==> config.mk <==
export PLATFORM = sky130hd
export DESIGN_NAME = xadc_drp_arbiter
export DESIGN_NICKNAME = d
export VERILOG_FILES = /design/src/rtl/xadc_drp_arbiter.sv
export SDC_FILE = /design/constraint.sdc
export NUM_CORES = 1
export LEC_CHECK = 0
export CORE_ASPECT_RATIO = 0.6
export CORE_MARGIN = 1
export CORE_UTILIZATION = 35
export DETAILED_ROUTE_END_ITERATION = 12
export GPL_TIMING_DRIVEN = 0
export PLACE_DENSITY = 0.68
export SLEW_MARGIN = 40
export SYNTH_ARGS = -nofsm -noshare
export SYNTH_HDL_FRONTEND = slang
export SYNTH_SLANG_ARGS = --single-unit
export TNS_END_PERCENT = 30
==> constraint.sdc <==
create_clock -name clk -period 3.1 [get_ports clk]
set_input_delay 0.62 -clock clk [delete_from_list [all_inputs] [get_ports clk]]
set_output_delay 0.62 -clock clk [all_outputs]
set_load 0.01 [all_outputs]
==> src/rtl/xadc_drp_arbiter.sv <==
// Arbitrates the single XADC DRP port between end-of-conversion auto-reads and host register access.
// Optional build macro XADC_ARB_TIMEOUT_EN adds a drdy watchdog that aborts a stuck transaction.
module xadc_drp_arbiter #(
  parameter int TIMEOUT_CYCLES = 255
) (
  input  logic        clk,
  input  logic        reset,
  input  logic        eoc_in,
  input  logic [4:0]  channel_in,
  output logic        den_out,
  output logic        dwe_out,
  output logic [6:0]  daddr_out,
  output logic [15:0] di_out,
  input  logic        drdy_in,
  input  logic [15:0] do_in,
  input  logic        host_req,
  input  logic        host_we,
  input  logic [6:0]  host_addr,
  input  logic [15:0] host_wdata,
  output logic        host_ack,
  output logic [15:0] host_rdata,
  output logic        sample_valid,
  output logic [4:0]  sample_chan,
  output logic [11:0] sample_data,
  output logic        overrun,
  input  logic        overrun_clr,
  output logic        timeout_err,
  output logic        busy
);

  typedef enum logic [1:0] {IDLE, ISSUE, WAIT} state_t;

  state_t     state, state_nxt;
  logic       pending;
  logic [4:0] pend_chan;
  logic       txn_host;
  logic       grant_auto, grant_host, drdy_done, timeout_hit, eoc_overrun;

  // Host handshake: host_req is the valid and stays high with stable fields until
  // host_ack (a one-cycle done pulse); the host is never regranted while host_ack is high.
  // An eoc_in seen in IDLE defers the host one cycle so the auto-read always wins a tie.
  assign grant_auto  = (state == IDLE) && pending;
  assign grant_host  = (state == IDLE) && !pending && !eoc_in && host_req && !host_ack;
  assign drdy_done   = (state == WAIT) && drdy_in;
  assign eoc_overrun = eoc_in && pending && !grant_auto;

`ifdef XADC_ARB_TIMEOUT_EN
  localparam int CW = $clog2(TIMEOUT_CYCLES + 1);
  logic [CW-1:0] wait_cnt;

  always_ff @(posedge clk or posedge reset) begin
    if (reset)               wait_cnt <= '0;
    else if (state != WAIT)  wait_cnt <= '0;
    else                     wait_cnt <= wait_cnt + 1'b1;
  end

  assign timeout_hit = (state == WAIT) && !drdy_in && (wait_cnt == CW'(TIMEOUT_CYCLES - 1));

  always_ff @(posedge clk or posedge reset) begin
    if (reset)            timeout_err <= 1'b0;
    else if (timeout_hit) timeout_err <= 1'b1;
  end
`else
  assign timeout_hit = 1'b0;
  assign timeout_err = 1'b0;
`endif

  always_ff @(posedge clk or posedge reset) begin
    if (reset) state <= IDLE;
    else       state <= state_nxt;
  end

  always_comb begin
    state_nxt = state;
    case (state)
      IDLE:    if (grant_auto || grant_host) state_nxt = ISSUE;
      ISSUE:   state_nxt = WAIT;
      WAIT:    if (drdy_done || timeout_hit) state_nxt = IDLE;
      default: state_nxt = IDLE;
    endcase
  end

  always_comb begin
    den_out = (state == ISSUE);
    busy    = (state != IDLE);
  end

  // A new eoc always re-arms the pending flag, even in the cycle it is consumed.
  always_ff @(posedge clk or posedge reset) begin
    if (reset) begin
      pending   <= 1'b0;
      pend_chan <= '0;
      overrun   <= 1'b0;
    end else begin
      if (eoc_in) begin
        pending   <= 1'b1;
        pend_chan <= channel_in;
      end else if (grant_auto) begin
        pending <= 1'b0;
      end
      if (eoc_overrun)      overrun <= 1'b1;
      else if (overrun_clr) overrun <= 1'b0;
    end
  end

  always_ff @(posedge clk or posedge reset) begin
    if (reset) begin
      txn_host     <= 1'b0;
      dwe_out      <= 1'b0;
      daddr_out    <= '0;
      di_out       <= '0;
      sample_valid <= 1'b0;
      sample_chan  <= '0;
      sample_data  <= '0;
      host_ack     <= 1'b0;
      host_rdata   <= '0;
    end else begin
      if (grant_auto) begin
        txn_host  <= 1'b0;
        dwe_out   <= 1'b0;
        daddr_out <= {2'b00, pend_chan};
        di_out    <= '0;
      end else if (grant_host) begin
        txn_host  <= 1'b1;
        dwe_out   <= host_we;
        daddr_out <= host_addr;
        di_out    <= host_wdata;
      end
      sample_valid <= drdy_done && !txn_host;
      host_ack     <= (drdy_done || timeout_hit) && txn_host;
      if (drdy_done && !txn_host) begin
        sample_chan <= daddr_out[4:0];
        sample_data <= do_in[15:4];
      end
      if (timeout_hit && txn_host)
        host_rdata <= 16'hDEAD;
      else if (drdy_done && txn_host)
        host_rdata <= dwe_out ? 16'h0000 : do_in;
    end
  end

endmodule

After elaboration in Yosys (flattened, before gate mapping). Index checks and enable logic that the tools add are counted. W data, S select, Z words.

Memory bits (read-only): 0. Bits in registers: 69. Word-level logic and storage cells: 55. Memories: 0. Latch bits: 0. Memory bits (writable): 0.

Order comparisons: 0. Bitwise logic cells: 0. Add/sub/neg operators: 0. Mux-type cells: 16. Equality and inequality tests: 4. Shift-type cells: 0. Reduce and logical (&&, ||, !) cells: 22. Multiply operators: 0. Divide/modulo/power cells: 0.

Operator list (number): $mux W16 (3); $mux W7 (2); $logic_and A1 B1 Y1 (10); $mux W1 (8); $reduce_bool A2 Y1 (4); $pmux W2 S3 (1); $logic_not A1 Y1 (5); $mux W2 (2); $eq A2 B1 Y1 const B (1); $eq A2 B2 Y1 const B (1); $logic_not A2 Y1 (1); $ne A2 B1 Y1 const B (1); $ne A2 B2 Y1 const B (1); $reduce_and A2 Y1 (1); $logic_or A1 B1 Y1 (1).

Depth between registers and ports, before layout.
Word-level depth: 8. Mapped depth: 6. Depth with buffers taken out: 4.

Worst setup path before layout. No wires, ideal clock.

Path type: input to register. From: in eoc_in. To: reg daddr_out[5]. Data arrival time: 1.798 ns. Setup time: 0.065 ns. Setup slack: 1.237 ns. Path buffers: 3. Data required time: 3.035 ns. Stages: 6. Cells stage by stage: buf_6 or3b_4 buf_6 nor3_4 buf_6 a22o_1.

Cells in the longest elaborated chain, start to end: 5.

Ends and longest elaborated chain: from (decl) (RTL line 8) `input logic eoc_in,`; $logic_not A1 Y1 (RTL line 43) `assign grant_host = (state == IDLE) && !pending && !eoc_in && host_req && !host_ack;`; $logic_and A1 B1 Y1 (3 in series) (RTL line 43); $reduce_bool A2 Y1 (no source line); to (signal assigned) (RTL line 121) `daddr_out <= {2'b00, pend_chan};`; to (signal assigned) (RTL line 126) `daddr_out <= host_addr;`; to (decl) (RTL line 12) `output logic [6:0] daddr_out,`.

No other way between the ends. A chain may end at the register's enable or synchronous reset.

Final worst setup path.
From: reg state[1]. To: out busy.

Cells in the longest elaborated chain, start to end: 1.

Ends and longest elaborated chain: from (decl) (RTL line 33) `state_t state, state_nxt;`; from (signal assigned) (RTL line 70) `else state <= state_nxt;`; $reduce_bool A2 Y1 (RTL line 85) `busy = (state != IDLE);`; to (decl) (RTL line 28) `output logic busy`.

No other way between the ends.

==> results.md <==
- Commonest non-fill, non-tap cell in the layout: clkdlybuf4s50_1
- Required time worst endpoint: 2480 ps
- Tcrit/Tclk final: 77.7%
- Die span in y: 70.1 µm
- Worst setup EP type: output port
- Vias per Instance: 4.73
- Core ar.: 0.00736 mm²
- Final worst setup slack: 691 ps
- Slew headroom: 64.3%
- Gr ovfl total: 0
- Max cap viols: 0
- Critical Path, Cell by Cell: nor2_2 -> inv_1 -> clkdlybuf4s50_1
- Power density cells: 911 mW/mm²
- DP Area: 0.00397 mm²
- Status: finished clean
- CP max-delay cell: clkdlybuf4s50_1
- Layout cells sized above 1: 12.8%
- CTS H-Tree Depth: 3
- Pleak: 1.84 nW
- Worst-skew pair later-pin latency: 330 ps
- GR peak layer: met1
- Worst slack, placed: 673 ps
- HP Class: reg2reg
- First-pass GRT wire length: 10800 µm
- Synth Instances: 207
- Wire per inst: 15.3 µm
- Commonest cells after routing, fill and taps aside: clkdlybuf4s50_1 (111), dfrtp_1 (69), nand2b_1 (22)
- Iter 0 DRT Violations: 67
- GPL Wtd Cong: 0.762
- Met2 usage: 23.7%
- Post-synthesis sequential area ratio: 63.8%
- Fin area: 0.00424 mm²
- # diodes: 0
- Setup violators final: 0
- Slowest cell delay on critical path: 520 ps
- DRC Markers: 0
- Total Routing Usage GR: 18.4%
- CTS tree: yes
- Antenna-violating nets left: 0
- CP max FO: 9
- Root Buffer: clkbuf_16
- # rows: 24
- VDD IR max: 0.343 mV
- # fillers: 623
- Post-synth cell types: 27
- Pwr Total: 3.87 mW
- CP Launch Type: register
- Synth Net Count: 258
- Final WL: 6710 µm
- Post-CTS Setup Inserts: 0
- Vias: 2076
- Total CTS buffers: 9
- Post-Syn Area per Cell: 13.1 µm²
- Leading area contributor after synthesis: dfrtp_1
- Synth-to-layout area growth: 56.9%
- Max Slew Vio Count: 0
- GRT met1 Usage: 25.7%
- HPWL after DPL: 4870 µm
- Die X: 115 µm
- Post-synthesis cell area: 0.00271 mm²
- Yosys reg bits: 69
- RSZ-0062 raised after global routing: no
- Pin count of the biggest net entering global routing: 36
- Final nets: 381
- Final hold viol count: 0
- Die area: 0.00810 mm²
- Final Util: 57.7%
- Met3 Use GR: 8.77%
- Setup CP Type: reg2out
- Initial core utilization: 36.8%
- Min cycle time layout: 2410 ps
- Highest Clock Rate: 415 MHz
- Drt pass-1 iters: 4
- Hold buffers post-CTS: 0
- Largest cells by area after synthesis: dfrtp_1 (64%), mux2_2 (7.5%), a22o_1 (6.2%)
- Clk slew on worst S/H paths: 50 ps
- Vias in the first global route: 2140
- CTS max path bufs: 2
- Synth top area share: 63.8%
- Worst path arrival time: 1790 ps
- Clk sinks: 69
- Slew @ Worst Pin: 535 ps
- Skew final: 2.97 ps
- IO Count: 114
- Post-CTS sizing: 0
- YS warnings: 0
- Initial antenna violation count: 0
- I/O Buffers: 111
[metal layers]
metal / vias up / routed length (µm)
met2: 85 / 2690
met4: 0 / 96
li1: 970 / -
met1: 1012 / 3260
met3: 9 / 662
met5: - / 0
[report_power, final]
group / internal, mW / switching (mW)
clock: 0.584 / 0.348
combinational: 0.876 / 0.618
sequential: 1.24 / 0.205
[cell usage after synthesis]
master and instances:
o21ai_0 14, or3b_4 1, mux2_1 4, a2bb2oi_1 5, a21oi_1 2, inv_1 4
nand3_1 1, o31ai_1 5, dfrtp_1 69, nand4b_1 1, a21o_2 1, nor2_2 1
clkbuf_1 7, buf_2 2, o21ai_1 4, mux2_2 18, buf_6 3, nor3b_1 2
o21bai_1 1, inv_2 1, nor2b_1 1, nand2b_1 22, conb_1 1, a22o_1 19
nor3_4 1, buf_4 1, nand2_1 16
[final timing paths]
kind                                      startpoint                    endpoint  slack (ps)  cells past startpoint
max                             state[1]$_DFFE_PP0P_                        busy         690                      3
min                        host_rdata[2]$_DFFE_PP0P_   host_rdata[2]$_DFFE_PP0P_         480                      2
max reg2reg                     state[0]$_DFFE_PP0P_  sample_data[3]$_DFFE_PP0P_        1280                      5
min reg2reg                host_rdata[2]$_DFFE_PP0P_   host_rdata[2]$_DFFE_PP0P_         480                      2
max in group asynchronous                      reset        state[0]$_DFFE_PP0P_        1970                      3
min in group asynchronous                      reset       di_out[6]$_DFFE_PP0P_         650                      2
[per-stage QoR]
step | hold slack [ps] | instances | setup TNS [ps]
5_1_grt | 501 | 439 | 0
6_report | 480 | 439 | 0
2_1_floorplan | 471 | 207 | 0
4_1_cts | 483 | 439 | 0
3_3_place_gp | 463 | 422 | -30800
3_5_place_dp | 470 | 423 | 0
[kinds of logic (layout without fill, tap and decap cells)]
| group | Yosys count | in the layout | share of synthesized area [%] |
|---|---|---|---|
| AND/OR/NAND/NOR | 46 | 46 | 9.85 |
| flip-flops | 69 | 69 | 63.8 |
| multiplexers | 22 | 22 | 9.16 |
| buffers and inverters | 18 | 146 | 3.56 |
| AO/OA/AOI/OAI | 51 | 51 | 13.5 |
| other | 1 | 1 | 0.139 |
[layout make-up]
| cell class | instances | area (µm²) | share of cell area (%) |
|---|---|---|---|
| clock inverters | 1 | 5.00 | 0.118 |
| plain buffers | 13 | 77.6 | 1.83 |
| multi-input cells | 120 | 882 | 20.8 |
| well taps | 104 | 130 | 3.07 |
| inverters | 5 | 23.8 | 0.560 |
| clock buffers | 15 | 268 | 6.31 |
| flip-flops and latches | 69 | 1730 | 40.7 |
| repair buffers | 112 | 1130 | 26.7 |
[registers in the layout, indices dropped and copies added, names as in the netlist]
name,count
daddr_out,7
di_out,16
dwe_out,1
host_ack,1
host_rdata,16
overrun,1
pend_chan,5
pending,1
sample_chan,5
sample_data,12
sample_valid,1
state,2
txn_host,1
[worst max-delay path: cells and delay by family (launching register included)]
kind	cells	cell delay, ps
simple gates	1	340
flops	1	410
buf+inv	2	710
No activity file was read; power rests on OpenSTA's default activity.
